`config.mk`:
```
export PLATFORM = sky130hd
export DESIGN_NAME = node_window_feeder
export DESIGN_NICKNAME = d
export VERILOG_FILES = /design/src/rtl/node_window_feeder.sv
export SDC_FILE = /design/constraint.sdc
export NUM_CORES = 1
export LEC_CHECK = 0
export CORE_UTILIZATION = 49
export DETAILED_ROUTE_END_ITERATION = 6
export PLACE_DENSITY = 0.81
export SETUP_SLACK_MARGIN = 0.2
export SYNTH_ARGS = -nofsm -noshare
export SYNTH_HDL_FRONTEND = slang
export SYNTH_SLANG_ARGS = --single-unit
export TNS_END_PERCENT = 5
```
`constraint.sdc`:
```
create_clock -name clk -period 1.6 [get_ports clk]
set_input_delay 0.24 -clock clk [delete_from_list [all_inputs] [get_ports clk]]
set_output_delay 0.24 -clock clk [all_outputs]
set_load 0.02 [all_outputs]
```
`src/rtl/node_window_feeder.sv`:
```
// node_window_feeder: serial-to-parallel sliding-window writer for the node tap bus.
//   Samples arrive over s_data/s_valid/s_ready and shift into an N_TAPS-deep window.
//   A full window is presented on win_x with win_valid and held until win_ack.
//   After the ack, STRIDE new samples complete the next window.
//   Optional macro FEEDER_WINCNT_EN adds win_cnt, a 16-bit count of accepted acks.
// Ports:
//   clk, reset (async active-low)
//   s_data/s_valid/s_ready  serial sample input handshake
//   flush                   synchronous clear of the window and fill state
//   win_x/win_valid/win_ack parallel window output; tap 0 is the oldest sample
//   fill_cnt                number of samples currently held
//   win_cnt                 accepted-ack counter (FEEDER_WINCNT_EN only)
module node_window_feeder #(
    parameter int N_TAPS = 15,
    parameter int DW     = 16,
    parameter int STRIDE = 1
) (
    input  logic               clk,
    input  logic               reset,
    input  logic [DW-1:0]      s_data,
    input  logic               s_valid,
    output logic               s_ready,
    input  logic               flush,
    output logic [N_TAPS*DW-1:0] win_x,
    output logic               win_valid,
    input  logic               win_ack,
`ifdef FEEDER_WINCNT_EN
    output logic [15:0]        win_cnt,
`endif
    output logic [5:0]         fill_cnt
);
    typedef enum logic {FILL, PRESENT} state_t;
    localparam logic [5:0] N6 = 6'(N_TAPS);
    localparam logic [5:0] S6 = 6'(STRIDE);
    state_t              state_q, state_d;
    logic [N_TAPS*DW-1:0] win_q, win_d;
    logic [5:0]          fill_q, fill_d;
    logic                rdy_q, rdy_d;
    logic                xfer, ack;
    assign xfer      = s_valid & rdy_q & (state_q == FILL);
    assign ack       = win_ack & (state_q == PRESENT) & ~flush;
    assign s_ready   = rdy_q;
    assign win_x     = win_q;
    assign win_valid = (state_q == PRESENT);
    assign fill_cnt  = fill_q;
    always_comb begin
        state_d = state_q;
        win_d   = win_q;
        fill_d  = fill_q;
        rdy_d   = rdy_q;
        if (flush) begin
            state_d = FILL;
            win_d   = '0;
            fill_d  = '0;
            rdy_d   = 1'b1;
        end else if (state_q == FILL) begin
            rdy_d = 1'b1;
            if (xfer) begin
                // newest sample enters the top tap, everything moves toward tap 0
                win_d  = {s_data, win_q[N_TAPS*DW-1:DW]};
                fill_d = fill_q + 6'd1;
                if (fill_q + 6'd1 == N6) begin
                    state_d = PRESENT;
                    rdy_d   = 1'b0;
                end
            end
        end else if (ack) begin
            // older taps stay in place; only STRIDE fresh samples are needed
            state_d = FILL;
            fill_d  = N6 - S6;
            rdy_d   = 1'b1;
        end
    end
    always_ff @(posedge clk or negedge reset) begin
        if (!reset) begin
            state_q <= FILL;
            win_q   <= '0;
            fill_q  <= '0;
            rdy_q   <= 1'b0;
        end else begin
            state_q <= state_d;
            win_q   <= win_d;
            fill_q  <= fill_d;
            rdy_q   <= rdy_d;
        end
    end
`ifdef FEEDER_WINCNT_EN
    logic [15:0] cnt_q;
    assign win_cnt = cnt_q;
    always_ff @(posedge clk or negedge reset) begin
        if (!reset) cnt_q <= '0;
        else if (ack) cnt_q <= cnt_q + 16'd1;
    end
`endif
endmodule

```
Word-level counts from Yosys, hierarchy flattened. Index checks and enable logic that the tools add are counted.

Bits in read-only memories: 0. Output and inout port bits: 248. Latch bits: 0. Memory bits (writable): 0. Memories kept: 0. Input bits: 21. Word-level logic and storage cells: 35. Bits in registers: 248.

Shift-type cells: 0. Div/mod/pow operators: 0. Equal/unequal tests: 3. Add/sub/neg operators: 1. Muxes and demuxes: 17. Bitwise logic cells: 6. Multipliers: 0. Reductions and logical operators: 4. Magnitude comparators: 0.

Operator list (count): 2-to-1 mux 240 bit (3); 2-to-1 mux 6 bit (4); 2-to-1 mux 1 bit (10); adder 6 x 1 -> 6 bit (second input constant) (1); equality test 6 x 4 -> 1 bit (second input constant) (1); bitwise AND 1 bit (4); AND reduction 2 bit (2); inequality test 3 x 2 -> 1 bit (second input constant) (1); nonzero test 3 bit (1); inequality test 2 bit (second input constant) (1); NOT 1 bit (2); nonzero test 2 bit (1).

Longest topological paths before layout. Gate-level depths: netlist (run 1).

Word-level depth: 6. Mapped depth: 6. Depth with buffers taken out: 5.

Worst setup path before layout (run 1). No wires, ideal clock.

Path kind: reg2reg. Start: reg fill_q[2], in the netlist fill_cnt[2]. End: reg fill_q[5], in the netlist fill_cnt[5]. Buffers on the path: 1. Period minus slack after synthesis: 1.465 ns. Slack: 0.135 ns. Cell stages (with the launch flop): 5. Arrival: 1.361 ns. Path through: dfrtp_1 -> buf_2 -> nand3_1 -> or4_1 -> o311ai_1.

Cells in the longest elaborated chain, start to end: 4.

Ends and longest elaborated chain: start: declaration (line 37) `logic [5:0] fill_q, fill_d;`; start signal: assignment (line 83) `fill_q <= fill_d;`; adder 6 x 1 -> 6 bit (line 61) `fill_d = fill_q + 6'd1;`; 2-to-1 mux 6 bit (line 58) `if (xfer) begin`; 2-to-1 mux 6 bit (line 56) `end else if (state_q == FILL) begin`; 2-to-1 mux 6 bit (line 51) `if (flush) begin`.

No other way between the ends. The select of a mux whose other input is x is not followed. A chain may end at the register's enable or synchronous reset.

Worst setup path in the final report (run 1).
Start: reg win_q[163], in the netlist win_x[163]. End: out win_x[163].

RTL lines: start: declaration (line 36) `logic [N_TAPS*DW-1:0] win_q, win_d;`; start signal: assignment (line 82) `win_q <= win_d;`; end: declaration (line 24) `output logic [N_TAPS*DW-1:0] win_x,`.

No word-level cell between the ends.

==> results of run 1 <==
[timing repair]
item	in CTS	in global routing
gates resized for setup	569	21
endpoints found under the hold margin	233	0
gates cloned	1	1
endpoints found under the setup margin	488	476
hold buffers	2	0
setup buffers	13	6
pin swaps	0	5
[final cells by class]
class,count,area share
clock inverter,4,0.00317
tap,265,0.0233
timing repair buffer,341,0.242
sequential,248,0.437
clock buffer,43,0.0595
multi-input combinational,759,0.234
inverter,3,0.000792
[synth_stat cells]
library cell / count / area share
a211o_1: 1 / 0.00087
a211oi_1: 1 / 0.00075
a21oi_1: 241 / 0.12
a311oi_1: 1 / 0.00087
a31oi_1: 1 / 0.00062
a41oi_1: 2 / 0.0017
and3b_1: 1 / 0.00087
buf_2: 17 / 0.0085
buf_4: 24 / 0.018
buf_6: 15 / 0.017
clkbuf_1: 28 / 0.010
dfrtp_1: 248 / 0.62
ha_1: 2 / 0.0025
inv_1: 3 / 0.0011
nand2_1: 486 / 0.18
nand3_1: 4 / 0.0020
nand3b_1: 1 / 0.00075
nor2_1: 2 / 0.00075
nor3_1: 2 / 0.0010
nor4b_1: 1 / 0.00087
nor4bb_1: 1 / 0.0010
o2111ai_1: 1 / 0.00087
o211ai_1: 1 / 0.00075
o21ai_0: 1 / 0.00050
o22a_1: 1 / 0.00087
o311a_1: 1 / 0.0010
o311ai_1: 1 / 0.00087
o41ai_1: 1 / 0.00087
or2_1: 1 / 0.00062
or4_1: 1 / 0.00075
xor2_1: 2 / 0.0017
[power breakdown]
group          total, W  leakage (nW)  internal (W)  switching, W
combinational  0.000874          2.40      0.000298      0.000575
clock           0.00616         0.444       0.00374       0.00242
sequential      0.00636          3.44       0.00632     0.0000450
total            0.0134          6.29        0.0104       0.00304
[path summary, 6_finish.rpt]
path / from / to / slack [ps] / depth (start not counted)
max: win_x[163]$_DFFE_PN0P_ / win_x[163] / 70 / 1
min: reset / win_x[92]$_DFFE_PN0P_ / 220 / 2
max reg2reg: win_valid$_DFF_PN0_ / win_x[163]$_DFFE_PN0P_ / 120 / 5
min reg2reg: win_x[10]$_DFFE_PN0P_ / win_x[10]$_DFFE_PN0P_ / 520 / 2
max in group asynchronous: reset / win_x[110]$_DFFE_PN0P_ / 800 / 3
min in group clk: s_data[7] / win_x[231]$_DFFE_PN0P_ / 260 / 3
[flip-flops by register name, summed over array words and instances, names as in the netlist]
| signal | flops |
|---|---|
| win_x | 240 |
| win_valid | 1 |
| s_ready | 1 |
| fill_cnt | 6 |
[worst reg2reg max path: stages, from the launching register on]
cell and delay [ps]:
dfrtp_2 440, nand3b_1 270, buf_6 230, clkbuf_16 200, nand2_1 100, a21oi_1 80
[stage by stage]
stage | util | setup WS, ps | area [sq um]
after floorplan | - | 221 | 10000
after global placement | 0.664 | -170 | 13100
after detailed placement | 0.664 | -182 | 13100
after CTS | 0.711 | 107 | 14100
after global routing | 0.718 | 51.3 | 14200
final | 0.718 | 70.6 | 14200
[layer usage]
| metal | up-vias | track usage |
|---|---|---|
| met4 | 0 | 0.0617 |
| met5 | - | 0 |
| met2 | 344 | 0.459 |
| met1 | 4368 | 0.344 |
| met3 | 42 | 0.0764 |
| li1 | 4114 | - |
[kinds of logic (layout without fill, tap and decap cells)]
logic type | after synthesis | after routing | synth area share
adder cells (fa/ha/maj) | 2 | 2 | 0.00250
XOR/XNOR | 2 | 2 | 0.00175
AND/OR/NAND/NOR | 500 | 501 | 0.191
flip-flops | 248 | 248 | 0.619
AO/OA/AOI/OAI | 254 | 254 | 0.131
buffers and inverters | 87 | 391 | 0.0549
==> results.sh, run 1 <==
export IMPL_gp_congestion=0.853
export IMPL_totalWireLength_mm=29.0
export IMPL_drive_gt1_frac=0.153
export IMPL_wl_per_cell_um=17.4
export IMPL_hold_slack_ps=218
export IMPL_period_minus_slack_ps=1530
export IMPL_relSlewSlack=0.629
export IMPL_stdcell_count=1663
export IMPL_worst_setup_path_type="reg -> out"
export IMPL_drc_errors=0
export IMPL_met3WireLength_mm=2.58
export IMPL_cts_root_buffer="clkbuf_16"
export IMPL_ys_seq_elements=248
export IMPL_nets=1402
export IMPL_clk_path_buf_depth=3
export IMPL_netlist_area_sq_um=10000
export IMPL_clock_latency_ps=520
export IMPL_fillers=1465
export IMPL_arrival_ps=1290
export IMPL_seq_area_frac_synth=0.619
export IMPL_slew_violations=0
export IMPL_hpwl_mm=19.1
export IMPL_wirelength_met1_mm=11.3
export IMPL_dr_pass1_iters=5
export IMPL_grt_ovfl_total=0
export IMPL_critPathMaxFanout=3
export IMPL_clock_sinks=248
export IMPL_grt_pass1_wl_mm=46.3
export IMPL_antenna_found_initial=0
export IMPL_layout_commonest_cell="nand2_1"
export IMPL_status="finished clean"
export IMPL_cp_start_kind="register"
export IMPL_hold_viol=0
export IMPL_routed_top_layer="met4"
export IMPL_cts_buffers=26
export IMPL_critPathMaxStageDelay_ps=420
export IMPL_worst_path_buf_inv=1
export IMPL_path_cells="clkdlybuf4s15_1"
export IMPL_antenna_left=0
export IMPL_layout_common_cells="484 x nand2_1, 243 x dfrtp_1, 233 x a21oi_1"
export IMPL_p_per_area_nw_per_um2=943
export IMPL_max_vdd_ir_drop_mv=0.809
export IMPL_yosys_warnings=0
export IMPL_dp_cells=1593
export IMPL_crit_required_ps=1360
export IMPL_maxCapViolations=0
export IMPL_clk_pin_slew_worst_paths_ps=60
export IMPL_start_util=0.507
export IMPL_track_usage=0.271
export IMPL_syn2layout_area_growth_pct=41.8
export IMPL_drt_vias_per_instance=5.33
export IMPL_dieHeight_um=145
export IMPL_seqCellArea_sq_um=6210
export IMPL_synth_cell_types=31
export IMPL_synth_cells=1093
export IMPL_multiInputGateArea_sq_um=3320
export IMPL_setup_viol=0
export IMPL_fmax_ghz=0.654
export IMPL_worst_pin_slew_ps=557
export IMPL_dieArea_sq_um=21000
export IMPL_port_buffers=268
export IMPL_drt_iter0_drc=511
export IMPL_wl_met2_mm=14.5
export IMPL_critical_path_top_delay_family="flip-flops"
export IMPL_antennaDiodeCount=0
export IMPL_final_period_utilization=0.956
export IMPL_grt_max_degree=126
export IMPL_cts_tree="built"
export IMPL_worstSetupEndpointType="output pin"
export IMPL_ios=269
export IMPL_fp_coreArea_sq_um=19800
export IMPL_placementRows=51
export IMPL_synth_avg_cell_area_sq_um=9.17
export IMPL_rsz0062_at_grt="true"
export IMPL_p_total_w=0.0134
export IMPL_num_vias=8868
export IMPL_ctsHtreeMaxLevel=1
export IMPL_grt_pass1_vias=8728
export IMPL_setup_tns_ps=0
export IMPL_synth_net_count=1116
export IMPL_fp_dieW_um=145
export IMPL_leakagePower_nw=6.29
export IMPL_skew_ps=10.1
export IMPL_cp_slowest_cell="dfrtp_1"
export IMPL_hp_class="in -> async"
Note: power is estimated with default switching activity, not from simulation.
==> run 2, diff against run 1 <==
--- a/config.mk
+++ b/config.mk
@@ -7,6 +7,7 @@
 export LEC_CHECK = 0
 export CORE_UTILIZATION = 49
 export DETAILED_ROUTE_END_ITERATION = 6
+export MAX_ROUTING_LAYER = met4
 export PLACE_DENSITY = 0.81
 export SETUP_SLACK_MARGIN = 0.2
 export SYNTH_ARGS = -nofsm -noshare
==> run 2 against run 1 <==
Design area shrank 0.14%. Combinational power fell by 0.6%. Sequential share of layout area up 0.062 points. Global-route usage increased by 0.85 points. Final cell count unchanged. First-iteration DRC count shrank 5.5%. Critical path depth stayed put. Clock-buffer cell count is the same.
==> results.sh, run 2 (synthesis results as in run 1) <==
export IMPL_worst_setup_path_type="reg -> out"
export IMPL_critical_path_top_delay_family="flip-flops"
export IMPL_clock_sinks=248
export IMPL_seqCellArea_sq_um=6210
export IMPL_gp_congestion=0.867
export IMPL_use_met3=0.0657
export IMPL_critPathMaxStageDelay_ps=410
export IMPL_cp_slowest_cell="dfrtp_1"
export IMPL_critPathMaxFanout=3
export IMPL_totalWireLength_mm=29.1
export IMPL_leakagePower_nw=6.28
export IMPL_drive_gt1_frac=0.151
export IMPL_relSlewSlack=0.624
export IMPL_cts_root_buffer="clkbuf_16"
export IMPL_hp_class="in -> async"
export IMPL_grt_max_degree=126
export IMPL_drt_iter0_drc=483
export IMPL_hold_viol=0
export IMPL_period_minus_slack_ps=1510
export IMPL_hpwl_mm=19.1
export IMPL_syn2layout_area_growth_pct=41.6
export IMPL_setup_viol=0
export IMPL_fp_coreArea_sq_um=19800
export IMPL_multiInputGateArea_sq_um=3310
export IMPL_crit_required_ps=1360
export IMPL_drc_errors=0
export IMPL_slew_violations=0
export IMPL_ios=269
export IMPL_fillers=1464
export IMPL_grt_met2_usage=0.458
export IMPL_clock_latency_ps=520
export IMPL_path_cells="clkdlybuf4s15_1"
export IMPL_maxCapViolations=0
export IMPL_worst_path_buf_inv=1
export IMPL_antennaDiodeCount=0
export IMPL_track_usage=0.280
export IMPL_use_met1=0.353
export IMPL_p_per_area_nw_per_um2=943
export IMPL_setup_tns_ps=0
export IMPL_arrival_ps=1270
export IMPL_ctsHtreeMaxLevel=1
export IMPL_cp_depth=1
export IMPL_drt_vias_per_instance=5.41
export IMPL_dieHeight_um=145
export IMPL_nets=1402
export IMPL_rsz0062_at_grt="true"
export IMPL_cp_start_kind="register"
export IMPL_p_total_w=0.0134
export IMPL_layout_commonest_cell="nand2_1"
export IMPL_antenna_left=0
export IMPL_worstSetupEndpointType="output pin"
export IMPL_grt_pass1_wl_mm=46.2
export IMPL_grt_busiest_layer="met2"
export IMPL_hold_slack_ps=213
export IMPL_grt_ovfl_total=0
export IMPL_placementRows=51
export IMPL_final_core_util=0.717
export IMPL_layout_common_cells="486 x nand2_1, 243 x dfrtp_1, 234 x a21oi_1"
export IMPL_max_vdd_ir_drop_mv=0.810
export IMPL_final_period_utilization=0.947
export IMPL_port_buffers=268
export IMPL_status="finished clean"
export IMPL_clk_path_buf_depth=3
export IMPL_worst_pin_slew_ps=564
export IMPL_cts_tree="built"
export IMPL_start_util=0.507
export IMPL_fmax_ghz=0.660
export IMPL_num_vias=8993
export IMPL_skew_ps=6.59
export IMPL_reg2reg_setup_slack_ps=130
export IMPL_dr_pass1_iters=5
export IMPL_cts_buffers=26
export IMPL_wl_per_cell_um=17.5
export IMPL_dieArea_sq_um=21000
export IMPL_r2r_cells=3
export IMPL_grt_pass1_vias=8734
export IMPL_fp_dieW_um=145
export IMPL_clk_pin_slew_worst_paths_ps=60
export IMPL_antenna_found_initial=0
export IMPL_largest_reg_flops=240
==> run 2: per-stage QoR <==
stage / instances / setup slack [ps] / area (sq um)
final: 1663 / 85.4 / 14200
after global routing: 1663 / 55.2 / 14200
after CTS: 1656 / 107 / 14100
after detailed placement: 1593 / -182 / 13100
after global placement: 1593 / -170 / 13100
after floorplan: 1093 / 221 / 10000
==> run 2: layer usage <==
metal | vias up | part of all wire | wire [um]
li1 | 4120 | - | -
met1 | 4460 | 0.39 | 11400
met2 | 363 | 0.50 | 14500
met3 | 50 | 0.087 | 2540
met4 | 0 | 0.022 | 632
met5 | - | 0 | 0
==> run 2: report_power, final <==
group / switching [W] / leakage [nW] / internal [W]
Clock: 0.00241 / 0.444 / 0.00374
Combinational: 0.000573 / 2.40 / 0.000295
Sequential: 0.0000447 / 3.44 / 0.00632
==> run 2: cell type report <==
class,count,area share
sequential,248,0.438
clock inverter,4,0.00317
tap,265,0.0234
timing repair buffer,341,0.242
multi-input combinational,759,0.233
inverter,3,0.000794
clock buffer,43,0.0596
==> run 2: final timing paths <==
| check | start | end |
|---|---|---|
| max in group asynchronous | reset | win_x[227]$_DFFE_PN0P_ |
| min | reset | win_x[92]$_DFFE_PN0P_ |
| min in group clk | s_data[2] | win_x[226]$_DFFE_PN0P_ |
| max | win_x[163]$_DFFE_PN0P_ | win_x[163] |
| min reg2reg | win_x[10]$_DFFE_PN0P_ | win_x[10]$_DFFE_PN0P_ |
| max reg2reg | win_valid$_DFF_PN0_ | fill_cnt[5]$_DFFE_PN0P_ |
==> run 2: what timing repair did <==
action / 4_1_cts / 5_1_grt
hold endpoints to repair: 233 / 0
pin swaps: 0 / 4
setup buffers: 13 / 6
gates cloned: 1 / 1
endpoints found under the setup margin: 488 / 476
gates resized for setup: 569 / 15
hold buffers: 2 / 0
==> run 3, diff against run 2 <==
--- a/config.mk
+++ b/config.mk
@@ -9,6 +9,7 @@
 export DETAILED_ROUTE_END_ITERATION = 6
 export MAX_ROUTING_LAYER = met4
 export PLACE_DENSITY = 0.81
+export REMOVE_ABC_BUFFERS = 1
 export SETUP_SLACK_MARGIN = 0.2
 export SYNTH_ARGS = -nofsm -noshare
 export SYNTH_HDL_FRONTEND = slang
==> run 3 against run 2 <==
Via count shrank 4.8%. Design area fell by 1.2%. Worst setup slack improved by 28 ps. Clock power fell by 3%. Die area is the same. Register-to-register slack got worse by 20 ps. Power shrank 1.5%. Critical endpoint is now win_x[187]$_DFFE_PN0P_.
==> results.sh, run 3 (synthesis results as in run 1) <==
export IMPL_cp_endpoint="win_x[187]$_DFFE_PN0P_"
export IMPL_track_usage=0.248
export IMPL_rsz0062_at_grt="true"
export IMPL_p_int_w=0.0102
export IMPL_totalWireLength_mm=26.2
export IMPL_grt_ovfl_total=0
export IMPL_p_sw_w=0.00296
export IMPL_drt_vias_per_instance=5.20
export IMPL_hpwl_mm=16.4
export IMPL_slew_violations=0
export IMPL_dieArea_sq_um=21000
export IMPL_reg2reg_setup_slack_ps=110
export IMPL_clock_latency_ps=510
export IMPL_layout_common_cells="486 x nand2_1, 245 x dfrtp_1, 239 x a21oi_1"
export IMPL_stdcell_count=1647
export IMPL_cts_buffers=26
export IMPL_wl_per_cell_um=15.9
export IMPL_r2r_start="win_valid$_DFF_PN0_"
export IMPL_maxCapViolations=0
export IMPL_grt_pass1_wl_mm=41.5
export IMPL_crit_required_ps=2030
export IMPL_gp_congestion=0.841
export IMPL_critPathMaxFanout=33
export IMPL_cp_start_kind="register"
export IMPL_p_comb_frac=0.067
export IMPL_port_buffers=268
export IMPL_worst_pin_slew_ps=610
export IMPL_clk_pin_slew_worst_paths_ps=60
export IMPL_antenna_left=0
export IMPL_layout_commonest_cell="nand2_1"
export IMPL_drive_gt1_frac=0.112
export IMPL_largest_reg_flops=240
export IMPL_worstSetupEndpointType="register"
export IMPL_final_period_utilization=0.929
export IMPL_r2r_end="win_x[187]$_DFFE_PN0P_"
export IMPL_p_per_area_nw_per_um2=941
export IMPL_setup_viol=0
export IMPL_ios=269
export IMPL_cts_tree="built"
export IMPL_setup_tns_ps=0
export IMPL_fmax_ghz=0.673
export IMPL_share_clk_of_total_power=0.451
export IMPL_dp_cells=1583
export IMPL_grt_max_degree=140
export IMPL_antenna_found_initial=0
export IMPL_hold_viol=0
export IMPL_num_vias=8563
export IMPL_fillers=1488
export IMPL_dr_pass1_iters=4
export IMPL_swShare=0.224
export IMPL_grt_pass1_vias=7903
export IMPL_worst_setup_path_type="reg -> reg"
export IMPL_fp_dieW_um=145
export IMPL_nets=1386
export IMPL_crit_start="win_valid$_DFF_PN0_"
export IMPL_multiInputGateArea_sq_um=3280
export IMPL_placementRows=51
export IMPL_ctsHtreeMaxLevel=1
export IMPL_clk_path_buf_depth=3
export IMPL_period_minus_slack_ps=1490
export IMPL_syn2layout_area_growth_pct=39.8
export IMPL_relSlewSlack=0.594
export IMPL_leakagePower_nw=6.35
export IMPL_cts_root_buffer="clkbuf_16"
export IMPL_drc_errors=0
export IMPL_antennaDiodeCount=0
export IMPL_start_util=0.507
export IMPL_skew_ps=9.88
export IMPL_arrival_ps=1920
export IMPL_pwr_share_seq=0.482
export IMPL_fp_coreArea_sq_um=19800
export IMPL_drt_iter0_drc=476
export IMPL_status="finished clean"
export IMPL_clock_sinks=248
export IMPL_r2r_cells=5
export IMPL_dieHeight_um=145
export IMPL_hp_class="in -> async"
export IMPL_seqCellArea_sq_um=6210
export IMPL_max_vdd_ir_drop_mv=0.898
## run 3: how the worst min path moves through the flow
stage               slack (ps)                 endpoint
floorplan                  -60  fill_cnt[0]$_DFFE_PN0P_
global placement           170      win_valid$_DFF_PN0_
detailed placement         170      win_valid$_DFF_PN0_
CTS                        220      win_valid$_DFF_PN0_
global route               240      win_valid$_DFF_PN0_
finish                     220      win_valid$_DFF_PN0_
## run 3: layout make-up
type                    instances  area share
repair buffers                326       0.237
well taps                     265      0.0237
flip-flops and latches        248       0.443
clock buffers                  42      0.0579
inverters                       3    0.000804
clock inverters                 5     0.00357
multi-input cells             758       0.234
## run 3: routing by layer
metal,global-route usage,share of wire,vias up
met2,0.392,0.49,285
li1,-,-,4083
met5,-,0,-
met4,0.108,0.043,0
met3,0.0425,0.058,62
met1,0.315,0.41,4133
## run 3: critical path: stages (launching register included)
cell	delay (ps)
dfrtp_1	410
and3b_4	390
buf_12	150
clkbuf_16	220
nand2_1	90
a21oi_1	140
## run 3: stage by stage
step,power (W),utilization,cell area (sq um),setup WS (ps),hold WS [ps]
after floorplan,0.00672,-,9480,-4700,-55.6
after global placement,0.00731,0.659,13000,-66.1,169
after detailed placement,0.00731,0.659,13000,-116,168
after CTS,0.0133,0.701,13900,107,220
after global routing,0.0137,0.708,14000,42.9,241
final,0.0132,0.708,14000,113,218
## run 3: power by group through the flow
stage / Combinational [W] / Clock, W / Sequential [W]
final: 0.000880 / 0.00595 / 0.00636
after global routing: 0.000962 / 0.00633 / 0.00636
after CTS: 0.000831 / 0.00608 / 0.00636
after detailed placement: 0.000841 / 0 / 0.00647
after global placement: 0.000838 / 0 / 0.00647
after floorplan: 0.000198 / 0 / 0.00652
## run 3: timing repair
action,CTS,global route
cloned,0,4
pin swaps,1,2
endpoints found under the hold margin,56,0
setup buffers,9,2
hold buffers,2,0
setup endpoints to repair,408,475
gates resized for setup,498,18
